===== config.mk =====
export PLATFORM = sky130hd
export DESIGN_NAME = note_tile_renderer
export DESIGN_NICKNAME = d
export VERILOG_FILES = /design/src/rtl/note_tile_renderer.sv
export SDC_FILE = /design/constraint.sdc
export NUM_CORES = 2
export LEC_CHECK = 0
export ABC_AREA = 0
export CAP_MARGIN = 25
export CORE_MARGIN = 2
export CORE_UTILIZATION = 55
export DETAILED_ROUTE_END_ITERATION = 6
export PLACE_DENSITY_LB_ADDON = 0.05
export SLEW_MARGIN = 10
export SYNTH_ARGS = -nofsm -noshare
export SYNTH_HDL_FRONTEND = slang
export SYNTH_SLANG_ARGS = --single-unit

===== constraint.sdc =====
create_clock -name Clk -period 12.43 [get_ports Clk]
set_input_delay 2.486 -clock Clk [delete_from_list [all_inputs] [get_ports Clk]]
set_output_delay 2.486 -clock Clk [all_outputs]
set_load 0.05 [all_outputs]

===== src/rtl/note_tile_renderer.sv =====
// Staff-region tile renderer: 64x8 tile map -> glyph ROM -> 1 bit per pixel, 2-cycle pipeline.
// Optional cursor-column inversion is enabled by defining NOTE_RENDER_CURSOR_EN.
module note_tile_renderer #(
    parameter int ORIGIN_X = 64,
    parameter int ORIGIN_Y = 200
) (
    input  logic       Clk,
    input  logic       Reset,
    input  logic [9:0] DrawX,
    input  logic [9:0] DrawY,
    input  logic       pix_valid_in,
    input  logic       wr_en,
    input  logic [8:0] wr_addr,
    input  logic [4:0] wr_code,
    output logic [7:0] rom_addr,
    input  logic [7:0] rom_data,
    input  logic       frame_start,
    input  logic [5:0] cursor_col,
    output logic       pixel_on,
    output logic       pixel_valid,
    output logic       busy
);
    localparam int STAGES = 1;
    localparam logic [10:0] X_LO = 11'(ORIGIN_X);
    localparam logic [10:0] X_HI = 11'(ORIGIN_X + 512);
    localparam logic [10:0] Y_LO = 11'(ORIGIN_Y);
    localparam logic [10:0] Y_HI = 11'(ORIGIN_Y + 64);

    typedef enum logic {CLEAR, RUN} state_t;

    state_t     state, state_nxt;
    logic [8:0] clr_cnt, clr_cnt_nxt;
    logic       tm_we;
    logic [8:0] tm_waddr;
    logic [4:0] tm_wdata;

    always_ff @(posedge Clk) begin
        if (Reset) begin
            state   <= CLEAR;
            clr_cnt <= '0;
        end else begin
            state   <= state_nxt;
            clr_cnt <= clr_cnt_nxt;
        end
    end

    // The clear sweep owns the map write port; host writes are dropped until RUN.
    always_comb begin
        state_nxt   = state;
        clr_cnt_nxt = clr_cnt;
        busy        = 1'b0;
        tm_we       = 1'b0;
        tm_waddr    = wr_addr;
        tm_wdata    = wr_code;
        case (state)
            CLEAR: begin
                busy        = 1'b1;
                tm_we       = 1'b1;
                tm_waddr    = clr_cnt;
                tm_wdata    = '0;
                clr_cnt_nxt = clr_cnt + 9'd1;
                if (clr_cnt == 9'd511) state_nxt = RUN;
            end
            RUN: begin
                tm_we = wr_en;
            end
            default: state_nxt = CLEAR;
        endcase
    end

    // Stage 0: region test and tile address from the raw coordinate.
    logic [9:0] dx, dy;
    logic       in_region;
    logic [8:0] rd_addr;
    logic       cur_hit;
    logic       unused_bits;

    assign dx        = DrawX - X_LO[9:0];
    assign dy        = DrawY - Y_LO[9:0];
    assign in_region = ({1'b0, DrawX} >= X_LO) && ({1'b0, DrawX} < X_HI) &&
                       ({1'b0, DrawY} >= Y_LO) && ({1'b0, DrawY} < Y_HI);
    assign rd_addr   = {dy[5:3], dx[8:3]};

`ifdef NOTE_RENDER_CURSOR_EN
    logic [5:0] cursor_q;

    // The compare uses the pre-update cursor_q, so a same-cycle frame_start affects later pixels only.
    always_ff @(posedge Clk) begin
        if (Reset)            cursor_q <= '0;
        else if (frame_start) cursor_q <= cursor_col;
    end

    assign cur_hit     = in_region && pix_valid_in && (dx[8:3] == cursor_q);
    assign unused_bits = ^{dx[9], dy[9:6]};
`else
    assign cur_hit     = 1'b0;
    assign unused_bits = ^{dx[9], dy[9:6], frame_start, cursor_col};
`endif

    // Tile map: registered read sees the pre-write contents on an address collision.
    logic [4:0] tmap [512];
    logic [4:0] s1_code;

    always_ff @(posedge Clk) begin
        if (tm_we) tmap[tm_waddr] <= tm_wdata;
        s1_code <= tmap[rd_addr];
    end

    // Stage 1 registers.
    logic [STAGES:0] vld_pipe;
    logic            s1_inr, s1_run, s1_cur;
    logic [2:0]      s1_row, s1_bit;

    always_ff @(posedge Clk) begin
        if (Reset) begin
            vld_pipe <= '0;
            s1_inr   <= 1'b0;
            s1_run   <= 1'b0;
            s1_cur   <= 1'b0;
            s1_row   <= '0;
            s1_bit   <= '0;
        end else begin
            vld_pipe <= {vld_pipe[STAGES-1:0], pix_valid_in};
            s1_inr   <= in_region;
            s1_run   <= (state == RUN);
            s1_cur   <= cur_hit;
            s1_row   <= dy[2:0];
            s1_bit   <= dx[2:0];
        end
    end

    // Stage 2: glyph lookup and output register.
    assign rom_addr    = {(s1_inr ? s1_code : 5'd0), s1_row};
    assign pixel_valid = vld_pipe[STAGES];

    always_ff @(posedge Clk) begin
        if (Reset) pixel_on <= 1'b0;
        else       pixel_on <= vld_pipe[0] & s1_inr & s1_run &
                               (rom_data[3'd7 - s1_bit] ^ s1_cur);
    end

endmodule


== After elaboration in Yosys (flattened, before gate mapping) ==
Memory sizes are Yosys's and may differ from the RTL's. A register that Yosys moved wholly into a read port is not among the register bits.
Index checks and enable logic that the tools add are counted.
Word-level totals
  logic and storage cells: 37
  output and inout bits: 11
  flip-flop bits (word level): 21
  memories kept: 1
  input bits: 53
  memory bits (writable): 2560
Memory list
  tmap: depth 512, bits a word 5, rd ports 1, clocked after Yosys merged registers in 1, write ports 1, RTL line 101  | logic [4:0] tmap [512];
Operators by class
  eq/ne operators: 1
  bitwise operators: 4
  muxes and demuxes: 11
  add/sub/neg operators: 4
  order comparisons: 5
  reduce and logical (&&, ||, !) cells: 3
Operators with widths (number)
  $ge A10 B7 Y1 const B: 1
  $ge A10 B8 Y1 const B: 1
  $lt A10 B10 Y1 const B: 1
  $lt A10 B9 Y1 const B: 1
  $mux W5: 2
  $add A9 B1 Y9 const B: 1
  $eq A9 B9 Y1 const B: 1
  $mux W9: 1
  $sub A9 B7 Y9 const B: 1
  $mux W1: 6
  $sub A6 B4 Y6 const B: 1
  $lt A3 B4 Y1 const B: 1
  $and A1 B1 Y1: 3
  $bmux W1 S3: 1
  $logic_and A1 B1 Y1: 3
  $sub A3 B3 Y3 const A: 1
  $pmux W1 S2: 1
  $not A1 Y1: 1

== Longest topological paths before layout ==
  depth after elaboration: 4
  depth in mapped cells: 15
  gate-level depth less buffers: 9

== Worst setup path after synthesis ==
OpenSTA, ideal clock, no wires.
  path kind: input port to flip-flop
  start point: in wr_code[0]
  end point: mem tmap[0][0], data pin
  required time: 10.897 ns
  library setup time: 1.533 ns
  arrival time: 8.853 ns
  path buffers: 0
  setup slack: 2.044 ns
  cell stages on the path: 1
  path through: and2_1
Between the ends
  longest elaborated chain between the ends: 1
Ends and longest elaborated chain
  start: declaration: RTL line 14  | input logic [4:0] wr_code,
  $mux W5: RTL line 55  | case (state)
  end: declaration: RTL line 101
No other way between the ends.

== Worst setup path in the final report ==
  start point: in DrawX[3]
  end point: reg s1_code[1], read port of tmap
Between the ends
  longest elaborated chain between the ends: 1
Ends and longest elaborated chain
  start: declaration: RTL line 9  | input logic [9:0] DrawX,
  $sub A9 B7 Y9: RTL line 78  | assign dx = DrawX - X_LO[9:0];
  end: declaration: RTL line 102  | logic [4:0] s1_code;
No other way between the ends.
A chain may end at the register's enable or synchronous reset.

==> results.toml <==
[final_layout]
final_util_pct = 61.1
fin_area_mm2 = 0.114
drive_gt1_share_pct = 15.9
fin_cells = 8281
syn_to_final_growth_pct = 10.9
nNetsFinal = 5652
n_fill_cell = 13408

[place]
dp.cells = 7805
hpwl_um = 155000
pre_cts_ws_ns = 5.45
place_area_mm2 = 0.106
port_buffers = 56
gp_congestion = 0.856

[die]
rows = 159
dieHeight_um = 437
core-area_mm2 = 0.187
dieArea_mm2 = 0.191
fp.dieW_um = 437
start_util_pct = 55.1
io_pins = 64

[sta]
fmax_ghz = 0.163
rsz0062_at_grt = "false"
fin_ws_ns = 6.29
period_minus_slack_ns = 6.14
min_period_over_period_pct = 49.4
finalHoldViolations = 0
worst_clock_skew_ns = 0.0471
setup_viol = 0
tightestPinTransition_ns = 1.32
hold_ws_ns = 0.460
setup-tns-final_ns = 0
slew_headroom_pct = 11.9
maxSlewViolCount = 0

[worst_hold_path]
hp-class = "flop to flop"

[route]
top_layer = "met5"
vias = 53525
dr.first_iter.drc_count = 6314
wl_met2_um = 126000
avgRoutedWirePerCell_um = 31.7
wl_met1_um = 108000
drc_errors = 0
vias_per_cell = 6.46
wl_um = 262000
drt-pass1-iter-count = 5
ant_nets = 0
wl_met3_um = 19100

[global_routing]
grt_overflow = 0
first_global_vias = 53109
antenna_found_initial = 13
grt.total_usage_pct = 27.4
grt_pass1_wl_um = 377000
grt_max_degree = 216

[critical_path]
endpoint = "s1_code[1]"
crit_type = "input pin to flop"
r2r-end = "tmap[71][3]"
cp.arrival_ns = 7.00
startpoint_type = "input pin"
worstPathRequired_ns = 13.29
r2r_start = "state"
r2r_cells = 4
endpoint_kind = "flop"
worstPathMaxFanout = 109
r2r_slack_ns = 8.73
worstSetupStartpoint = "DrawX[3]"

[logic_synthesis]
synth_most_common_cell = "edfxtp_1"
synth_commonest_cells = "edfxtp_1, nor2_1, mux2i_1"
synth_ff_type = "edfxtp_1"
synth_top_family_by_area = "multiplexers"
syn_nets = 5563
netlist_instances = 5505
synth_top_area_cell = "edfxtp_1"
synth_cell_types = 73
synth_seq_area_share_pct = 75.0
synth_top_area_share_pct = 74.5
synth_area_leaders = "edfxtp_1, mux4_2, mux2i_1, nor2_1, o221ai_1"
synth-seq-cells = 2586
synth_edf_count = 2560
syn-cell-area_mm2 = 0.103
synth.area.mux_share_pct = 14.1
synth-xor-area-share_pct = 0.0848
async_flop_share_pct = 0
synth-simple-area-share_pct = 4.18
synth.avg_cell_area_um2 = 18.8
synthAdderAreaFrac_pct = 0.0606
yosysWarnings = 0
synth_compound_area_share_pct = 4.22

[pwr]
clkPwrFrac_pct = 43.5
powerDensity_mw_per_mm2 = 159
pwr-share-seq_pct = 51.8
swShare_pct = 20.9
irDropWorstVdd_mv = 0.167
finalPower_mw = 18.2
p_int_mw = 14.4
power.switching_mw = 3.82
combPwrFrac_pct = 4.7
power.leakage_nw = 38.7

[cts]
cts_root_buf = "clkbuf_16"
post-cts-setup-buffers = 0
clock_latency_ns = 0.91
cts_inserted_buffers = 279
htree_levels = 5
holdBufCountCts = 0
clkSinkCount = 2586
tritoncts = "done"
cts_resized = 0
clkTransAtPathRegs_ns = 0.06
cts_max_path_buffers = 4

[run]
cap_violations = 0

[status]
status = "finished, final reports clean"
==> cell usage in the layout (no fill, tap or decap), types with 24 or more instances in the layout <==
cell,netlist,routed
a211oi_1,37,37
clkinv_2,0,38
mux2_2,25,25
edfxtp_1,2560,2560
nand3_1,47,47
mux4_2,371,371
o21ai_0,71,71
clkinv_1,1,48
mux2i_1,484,484
clkdlybuf4s50_1,0,52
bufinv_16,0,24
o221ai_1,135,135
a21oi_1,89,89
buf_4,29,74
nor4_1,26,26
mux4_1,39,39
o22ai_1,129,128
nand2_1,123,106
nor3_1,74,73
clkbuf_1,148,54
clkbuf_16,0,285
nor2_1,620,619
dfxtp_1,26,26
==> state kept, by name (all words and copies together) (netlist names) <==
register,count
vld_pipe,2
s1_code,5
s1_inr,1
s1_bit,3
clr_cnt,9
state,1
tmap,2560
s1_run,1
s1_row,3
pixel_on,1
==> cell type report <==
| type | instances | area, um2 | share of cell area [%] |
|---|---|---|---|
| antenna | 6 | 15.0 | 0.0131 |
| clock buffer | 340 | 7350 | 6.42 |
| clock inverter | 127 | 1220 | 1.07 |
| inverter | 18 | 77.6 | 0.0678 |
| multi-input combinational | 2549 | 23600 | 20.6 |
| sequential | 2586 | 77400 | 67.6 |
| tap | 2495 | 3120 | 2.73 |
| timing repair buffer | 160 | 1700 | 1.49 |
==> logic make-up after synthesis <==
family | after synthesis
xor+xnor | 10
buf+inv | 370
mux | 920
simple gates | 1003
compound gates | 611
fa+ha+maj | 5
flops | 2586
==> power groups by stage <==
stage | registers (mW) | clock network [mW] | logic (mW)
6_report | 9.45 | 7.93 | 0.861
2_1_floorplan | 9.64 | 0 | 0.552
3_5_place_dp | 9.64 | 0 | 0.856
4_1_cts | 9.45 | 8.05 | 0.858
5_1_grt | 9.45 | 8.39 | 0.894
3_3_place_gp | 9.64 | 0 | 0.849
==> routing by layer <==
| metal | vias to the layer above | GRT usage [%] |
|---|---|---|
| li1 | 22665 | - |
| met1 | 28150 | 39.2 |
| met2 | 2248 | 43.4 |
| met3 | 456 | 4.61 |
| met4 | 6 | 9.18 |
| met5 | - | 0 |
==> critical path, stage by stage <==
cell and delay (ns):
buf_8 0.54, buf_12 0.57, buf_12 0.60, mux2i_1 0.22, o221ai_2 0.34, o22ai_1 0.14, o21ai_0 0.59, nand3_1 0.23
nor4_1 0.59, o2111a_1 0.27
==> worst min path at each step <==
stage           startpoint           to  slack (ns)  cells after the start
5_1_grt        vld_pipe[0]  vld_pipe[1]        0.48                      1
2_1_floorplan       s1_run     pixel_on        0.43                      2
4_1_cts        vld_pipe[0]  vld_pipe[1]        0.46                      1
3_3_place_gp   vld_pipe[0]  vld_pipe[1]        0.45                      1
6_report            s1_run     pixel_on        0.46                      2
3_5_place_dp        s1_run     pixel_on        0.45                      2
No activity file was read; power rests on OpenSTA's default activity.
